<file path="src/rtl/float_to_int_converter_pkg.sv">
// Shared constants, FSM encoding and sign helper for the float-to-int converter.
// Build option FLOAT_TO_INT_ROUND_EN is consumed by the classifier and the top.
package float_to_int_converter_pkg;

    localparam logic [31:0] FLOAT_NAN     = 32'h7FC0_0000;
    localparam logic [31:0] FLOAT_INF     = 32'h7F80_0000;
    localparam logic [31:0] FLOAT_INT_MIN = 32'hCF00_0000;
    localparam logic [7:0]  EXP_BIAS      = 8'd127;
    localparam logic [7:0]  EXP_INT_LIMIT = 8'd158;
    localparam logic [31:0] INT_MAX       = 32'h7FFF_FFFF;
    localparam logic [31:0] INT_MIN       = 32'h8000_0000;

    typedef enum logic [2:0] {
        IDLE   = 3'd0,
        DECODE = 3'd1,
        SHIFT  = 3'd2,
        FINISH = 3'd3,
        DONE   = 3'd4
    } state_t;

    function automatic logic [31:0] twos_neg(input logic [31:0] x);
        return ~x + 32'd1;
    endfunction

endpackage

</file>
<file path="src/rtl/float_to_int_converter_classify.sv">
// Combinational classifier for a single-precision operand: special classes and right-shift count.
// FLOAT_TO_INT_ROUND_EN moves exp=126 out of the "small" class so it can round up.
module float_to_int_converter_classify
    import float_to_int_converter_pkg::*;
(
    input  logic [31:0] fa,
    output logic        sign,
    output logic        is_nan,
    output logic        is_inf,
    output logic        is_zero,
    output logic        is_small,
    output logic        is_big,
    output logic [5:0]  n
);

    logic [7:0]  exp;
    logic [22:0] man;

    assign exp  = fa[30:23];
    assign man  = fa[22:0];
    assign sign = fa[31];

    always_comb begin
        is_nan  = (exp == FLOAT_NAN[30:23]) && (man != 23'd0);
        is_inf  = (fa[30:0] == FLOAT_INF[30:0]);
        is_zero = (exp == 8'd0);
        is_big  = (exp >= EXP_INT_LIMIT) && (exp != 8'hFF);
`ifdef FLOAT_TO_INT_ROUND_EN
        is_small = !is_zero && (exp < EXP_BIAS - 8'd1);
`else
        is_small = !is_zero && (exp < EXP_BIAS);
`endif
        // Remaining exponents span 126/127..157, giving a shift of 32/31..1.
        if (is_nan || is_inf || is_zero || is_small || is_big) begin
            n = 6'd0;
        end else begin
            n = 6'(EXP_INT_LIMIT - exp);
        end
    end

endmodule

</file>
<file path="src/rtl/float_to_int_converter.sv">
// IEEE-754 single to signed 32-bit integer, one mantissa bit shifted per cycle; done n+3 edges after start.
// Build option FLOAT_TO_INT_ROUND_EN: round to nearest even instead of truncating toward zero.
module float_to_int_converter
    import float_to_int_converter_pkg::*;
(
    input  logic        clk,
    input  logic        reset,
    input  logic        start,
    input  logic [31:0] fa,
    output logic [31:0] result,
    output logic        busy,
    output logic        done,
    output logic        invalid,
    output logic        inexact
);

    state_t      state, state_nx;
    logic [31:0] fa_q, mag, spec_res, dec_res, fin_res, mag_out;
    logic [32:0] mag_rnd;
    logic [5:0]  cnt, cls_n;
    logic        guard, sticky, spec, spec_inv, spec_inx;
    logic        dec_spec, dec_inv, dec_inx, fin_inv, fin_inx, ovf;
    logic        sign, is_nan, is_inf, is_zero, is_small, is_big;

    float_to_int_converter_classify u_classify (
        .fa       (fa_q),
        .sign     (sign),
        .is_nan   (is_nan),
        .is_inf   (is_inf),
        .is_zero  (is_zero),
        .is_small (is_small),
        .is_big   (is_big),
        .n        (cls_n)
    );

    always_ff @(posedge clk) begin
        if (reset) state <= IDLE;
        else       state <= state_nx;
    end

    // Special cases pass through SHIFT with a zero count, which keeps their latency at 3.
    always_comb begin
        state_nx = state;
        case (state)
            IDLE:    if (start) state_nx = DECODE;
            DECODE:  state_nx = SHIFT;
            SHIFT:   if (cnt == 6'd0) state_nx = FINISH;
            FINISH:  state_nx = DONE;
            DONE:    state_nx = start ? DECODE : IDLE;
            default: state_nx = IDLE;
        endcase
    end

    always_comb begin
        dec_spec = 1'b1;
        dec_res  = 32'd0;
        dec_inv  = 1'b0;
        dec_inx  = 1'b0;
        if (is_nan) begin
            dec_inv = 1'b1;
        end else if (is_inf || is_big) begin
            dec_res = sign ? INT_MIN : INT_MAX;
            dec_inv = (fa_q != FLOAT_INT_MIN);
        end else if (is_zero) begin
            dec_inx = (fa_q[22:0] != 23'd0);
        end else if (is_small) begin
            dec_inx = 1'b1;
        end else begin
            dec_spec = 1'b0;
        end
    end

    always_comb begin
`ifdef FLOAT_TO_INT_ROUND_EN
        mag_rnd = {1'b0, mag} + {32'd0, guard & (sticky | mag[0])};
`else
        mag_rnd = {1'b0, mag};
`endif
        ovf     = !sign && (mag_rnd > {1'b0, INT_MAX});
        mag_out = sign ? twos_neg(mag_rnd[31:0]) : mag_rnd[31:0];
        fin_res = spec ? spec_res : (ovf ? INT_MAX : mag_out);
        fin_inv = spec ? spec_inv : ovf;
        fin_inx = spec ? spec_inx : (guard | sticky);
    end

    always_ff @(posedge clk) begin
        if (reset) begin
            fa_q     <= 32'd0;
            mag      <= 32'd0;
            cnt      <= 6'd0;
            guard    <= 1'b0;
            sticky   <= 1'b0;
            spec     <= 1'b0;
            spec_res <= 32'd0;
            spec_inv <= 1'b0;
            spec_inx <= 1'b0;
            result   <= 32'd0;
            busy     <= 1'b0;
            done     <= 1'b0;
            invalid  <= 1'b0;
            inexact  <= 1'b0;
        end else begin
            done <= 1'b0;
            case (state)
                IDLE, DONE: begin
                    if (start) begin
                        fa_q <= fa;
                        busy <= 1'b1;
                    end
                end
                DECODE: begin
                    mag      <= {1'b1, fa_q[22:0], 8'd0};
                    cnt      <= cls_n;
                    guard    <= 1'b0;
                    sticky   <= 1'b0;
                    spec     <= dec_spec;
                    spec_res <= dec_res;
                    spec_inv <= dec_inv;
                    spec_inx <= dec_inx;
                end
                SHIFT: begin
                    if (cnt != 6'd0) begin
                        mag    <= mag >> 1;
                        cnt    <= cnt - 6'd1;
                        guard  <= mag[0];
                        sticky <= sticky | guard;
                    end
                end
                FINISH: begin
                    result  <= fin_res;
                    invalid <= fin_inv;
                    inexact <= fin_inx;
                    busy    <= 1'b0;
                    done    <= 1'b1;
                end
                default: ;
            endcase
        end
    end

endmodule

</file>
<file path="config.mk">
export PLATFORM = sky130hd
export DESIGN_NAME = float_to_int_converter
export DESIGN_NICKNAME = d
export VERILOG_FILES = /design/src/rtl/float_to_int_converter_pkg.sv /design/src/rtl/float_to_int_converter_classify.sv /design/src/rtl/float_to_int_converter.sv
export SDC_FILE = /design/constraint.sdc
export NUM_CORES = 1
export LEC_CHECK = 0
export BUFFER_PORTS_ARGS = -buffer_cell sky130_fd_sc_hd__buf_2
export CAP_MARGIN = 20
export CORE_MARGIN = 4
export CORE_UTILIZATION = 58
export CTS_CLUSTER_SIZE = 14
export DETAILED_ROUTE_END_ITERATION = 10
export GPL_TIMING_DRIVEN = 1
export PLACE_DENSITY_LB_ADDON = 0.08
export SLEW_MARGIN = 25
export SYNTH_ARGS = -nofsm -noshare
export SYNTH_HDL_FRONTEND = slang
export SYNTH_SLANG_ARGS = --single-unit
</file>
<file path="constraint.sdc">
create_clock -name clk -period 3.1 [get_ports clk]
set_clock_uncertainty 0.15 [all_clocks]
set_input_delay 0.31 -clock clk [delete_from_list [all_inputs] [get_ports clk]]
set_output_delay 0.31 -clock clk [all_outputs]
set_load 0.05 [all_outputs]
</file>
==> flow_summary.ini <==
[grt]
initial_antenna_violation_count = 0
grt_start_max_net_pins = 76
grt_first_pass_wirelength_um = 24900
globalRouteTotalUtil_pct = 26.9
grt-ovfl-total = 0
grt_pass1_vias = 5126

[yosys]
most_used_flip_flop_cell_after_synthesis = sky130_fd_sc_hd__dfxtp_1
syn_area_per_cell_sq_um = 7.71
yosys.cell_types.count = 58
post-synth-top-area-cell = sky130_fd_sc_hd__dfxtp_1
netlist_area_sq_um = 5620
synth-edff-count = 0
yosys-top-cells-area = sky130_fd_sc_hd__dfxtp_1, sky130_fd_sc_hd__nand2_1, sky130_fd_sc_hd__a21oi_1
async_flop_share_pct = 0
yosys_warnings = 0
netlist.area_leader.share_pct = 41.4
mappedNetlistNets = 770
yosys_register_bits = 116
yosysSeqAreaShare_pct = 41.4
syn_inst = 728

[setup_path]
regToRegStartpoint = mag[0]$_SDFFE_PP0P_
worst_r2r_endpoint = result[31]$_SDFFE_PP0P_
timing.critical_path.cells = or4_4 -> or3_4 -> nor3_4 -> a21oi_2 -> o41a_1 -> a211oi_2
wp_data_arrival_ns = 2.86
crit_path_end_kind = flip-flop
crit_buf_inv = 0
worst-endpoint-required_ns = 3.38
timing_worst_setup_path_type = reg -> reg
critical-path-top-delay-family = simple AND/OR/NAND/NOR gates
cp_max_fo = 9
slowest_delay_ns = 0.60
reg2reg_depth = 6
crit_path_start_kind = flip-flop
worst-r2r-setup-slack_ns = 0.53
crit_slowest_cell = sky130_fd_sc_hd__or4_4

[timing]
tightest_slew_ns = 0.774
rsz0062_at_grt = false
period_needed_ns = 2.57
final-hold-violation-count = 0
timing_limited_maximum_frequency_mhz = 389
period_share_pct = 83.0
slew_headroom_pct = 48.4
final-setup-viol-count = 0
drv_slew = 0
fin_tns_setup_ns = 0

[worst_hold_path]
whs_path_depth = 5
hold_path.class = in -> reg
timing.hold.worst.start = reset
whs_endpoint = result[18]$_SDFFE_PP0P_

[placed_design]
detailed_place.area_sq_um = 6020
placed_cells = 882
io_buffer_count = 70
finalWeightedCongestion = 0.880
dp_hpwl_um = 9690

[finish]
fin_cells = 947
layout.cell_area.non_filler_sq_um = 6920
design.final.nets = 847
post_route_cells_drive_above_1_share_pct = 16.0
antennaDiodeCount = 0
area.growth.synth_to_final_pct = 23.2

[clock_tree]
cts_buffer_depth = 2
cts_tree = built
insertion_delay_ns = 0.52
tritoncts_num_sinks = 116
post-cts-setup-buffer-count = 0
clk_pin_slew_worst_paths_ns = 0.06
root_buffer = sky130_fd_sc_hd__clkbuf_8
cts-buffers-inserted = 17
h-tree-depth = 4
post_cts.resized_instances = 0

[floorplanning]
die_y_um = 106
start_util_pct = 60.2
pin_count = 71
die_width_um = 106
rows = 35
core_area_sq_um = 9330
floorplan.die_area_sq_um = 11300

[power]
worst_ir_drop_vdd_uv = 407
fin_total_pwr_mw = 5.21
static-leakage-power_nw = 2.66
power.density_nw_per_um2 = 754

[detailed_routing]
routed-via-count = 5579
drt.antenna.violating_nets = 0
drtIter0Drc = 399
detail_route.vias_per_cell = 5.89
post-route-drc-count = 0
routed_wire_length_per_instance_um = 15.7
dr.pass1.iters = 5
drt-total-wl_um = 14900

[job]
total_of_max_cap_violations = 0

[status]
status = finished clean
cells in the mapped netlist (2+ instances only):
| cell type | number |
|---|---|
| sky130_fd_sc_hd__a311oi_1 | 30 |
| sky130_fd_sc_hd__or3_1 | 3 |
| sky130_fd_sc_hd__nor4_2 | 3 |
| sky130_fd_sc_hd__xnor2_1 | 11 |
| sky130_fd_sc_hd__o21ai_0 | 28 |
| sky130_fd_sc_hd__a31oi_1 | 8 |
| sky130_fd_sc_hd__a221oi_1 | 4 |
| sky130_fd_sc_hd__nand2_1 | 151 |
| sky130_fd_sc_hd__ha_1 | 7 |
| sky130_fd_sc_hd__nand3b_1 | 9 |
| sky130_fd_sc_hd__and3_1 | 3 |
| sky130_fd_sc_hd__nor2_1 | 75 |
| sky130_fd_sc_hd__nand4_1 | 4 |
| sky130_fd_sc_hd__nor4_1 | 7 |
| sky130_fd_sc_hd__xor2_1 | 13 |
| sky130_fd_sc_hd__o211ai_1 | 4 |
| sky130_fd_sc_hd__nand2b_1 | 2 |
| sky130_fd_sc_hd__a41oi_1 | 2 |
| sky130_fd_sc_hd__nor3_1 | 21 |
| sky130_fd_sc_hd__dfxtp_1 | 116 |
| sky130_fd_sc_hd__o21bai_1 | 4 |
| sky130_fd_sc_hd__nand3_1 | 24 |
| sky130_fd_sc_hd__inv_1 | 12 |
| sky130_fd_sc_hd__o221ai_1 | 10 |
| sky130_fd_sc_hd__a21oi_1 | 73 |
| sky130_fd_sc_hd__a211oi_1 | 11 |
| sky130_fd_sc_hd__or3b_2 | 3 |
| sky130_fd_sc_hd__nor3b_1 | 4 |
| sky130_fd_sc_hd__mux2i_1 | 2 |
| sky130_fd_sc_hd__clkbuf_1 | 56 |
layout make-up:
class                   instances  area [sq um]
inverters                      12          45.0
flip-flops and latches        116          2320
clock buffers                  19           442
clock inverters                13           124
well taps                     129           161
fillers                       720          2410
multi-input cells             542          3030
repair buffers                116           791
cell families (layout without fill, tap and decap cells):
| kind of cell | Yosys count | in the layout | share of synthesized area [%] |
|---|---|---|---|
| simple gates | 320 | 320 | 26.2 |
| compound gates | 189 | 189 | 22.0 |
| flops | 116 | 116 | 41.4 |
| buf+inv | 70 | 160 | 4.81 |
| xor+xnor | 24 | 24 | 3.74 |
| fa+ha+maj | 7 | 7 | 1.56 |
| mux | 2 | 2 | 0.357 |
timing repair:
action                                  CTS  global route
hold buffers                             33             0
hold endpoints to repair                 33             0
endpoints found under the setup margin    0             0
through the flow:
stage / hold WS (ns) / util (%) / setup WS, ns
after floorplan: 0.282 / - / 0.717
after global placement: 0.288 / 64.6 / 0.649
after detailed placement: 0.302 / 64.6 / 0.587
after CTS: 0.141 / 74.2 / 0.537
after global routing: 0.166 / 74.2 / 0.379
final: 0.164 / 74.2 / 0.527
sequential cells by signal, indices dropped and copies added, names as in the netlist, 2 cells and up:
name      count
cnt           6
fa_q         32
mag          32
result       32
spec_res      2
state         3
power breakdown:
part,internal (mW),switching [mW]
sequential,1.67,0.253
combinational,0.538,0.907
clock,1.12,0.734
worst max path at each step:
stage / end / slack, ns / cells after the start / from
after floorplan: result[31]$_SDFFE_PP0P_ / 0.72 / 7 / mag[2]$_SDFFE_PP0P_
after global placement: result[31]$_SDFFE_PP0P_ / 0.65 / 6 / mag[0]$_SDFFE_PP0P_
after detailed placement: result[31]$_SDFFE_PP0P_ / 0.59 / 6 / mag[0]$_SDFFE_PP0P_
after CTS: result[31]$_SDFFE_PP0P_ / 0.54 / 6 / mag[0]$_SDFFE_PP0P_
after global routing: result[31]$_SDFFE_PP0P_ / 0.38 / 6 / mag[22]$_SDFFE_PP0P_
final: result[31]$_SDFFE_PP0P_ / 0.53 / 6 / mag[0]$_SDFFE_PP0P_
layer usage:
| metal | wire [um] | part of all wire, % | vias up | GRT usage (%) |
|---|---|---|---|---|
| met3 | 1020 | 6.8 | 25 | 5.22 |
| met2 | 6810 | 46 | 210 | 42.5 |
| met1 | 6820 | 46 | 2596 | 36.5 |
| li1 | - | - | 2748 | - |
| met5 | 0 | 0 | - | 0 |
| met4 | 244 | 1.6 | 0 | 9.62 |
worst register-to-register path, cell delays in order (launching register included):
cell and delay, ns:
sky130_fd_sc_hd__dfxtp_1 0.36, sky130_fd_sc_hd__or4_4 0.60, sky130_fd_sc_hd__or3_4 0.43, sky130_fd_sc_hd__nor3_4 0.31, sky130_fd_sc_hd__a21oi_2 0.10, sky130_fd_sc_hd__o41a_1 0.34, sky130_fd_sc_hd__a211oi_2 0.21
cell usage in the layout, fill, tap and decap left out, types with 10 or more instances in the layout:
| master | n |
|---|---|
| sky130_fd_sc_hd__buf_4 | 12 |
| sky130_fd_sc_hd__dfxtp_1 | 116 |
| sky130_fd_sc_hd__inv_1 | 12 |
| sky130_fd_sc_hd__nand3_1 | 24 |
| sky130_fd_sc_hd__buf_2 | 70 |
| sky130_fd_sc_hd__xnor2_1 | 11 |
| sky130_fd_sc_hd__a21oi_1 | 73 |
| sky130_fd_sc_hd__nor2_1 | 75 |
| sky130_fd_sc_hd__a211oi_1 | 11 |
| sky130_fd_sc_hd__a311oi_1 | 30 |
| sky130_fd_sc_hd__dlygate4sd3_1 | 33 |
| sky130_fd_sc_hd__nand2_1 | 151 |
| sky130_fd_sc_hd__o221ai_1 | 10 |
| sky130_fd_sc_hd__nor3_1 | 21 |
| sky130_fd_sc_hd__o21ai_0 | 28 |
| sky130_fd_sc_hd__xor2_1 | 13 |
| sky130_fd_sc_hd__clkbuf_16 | 16 |
(Power assumes the default switching activity.)
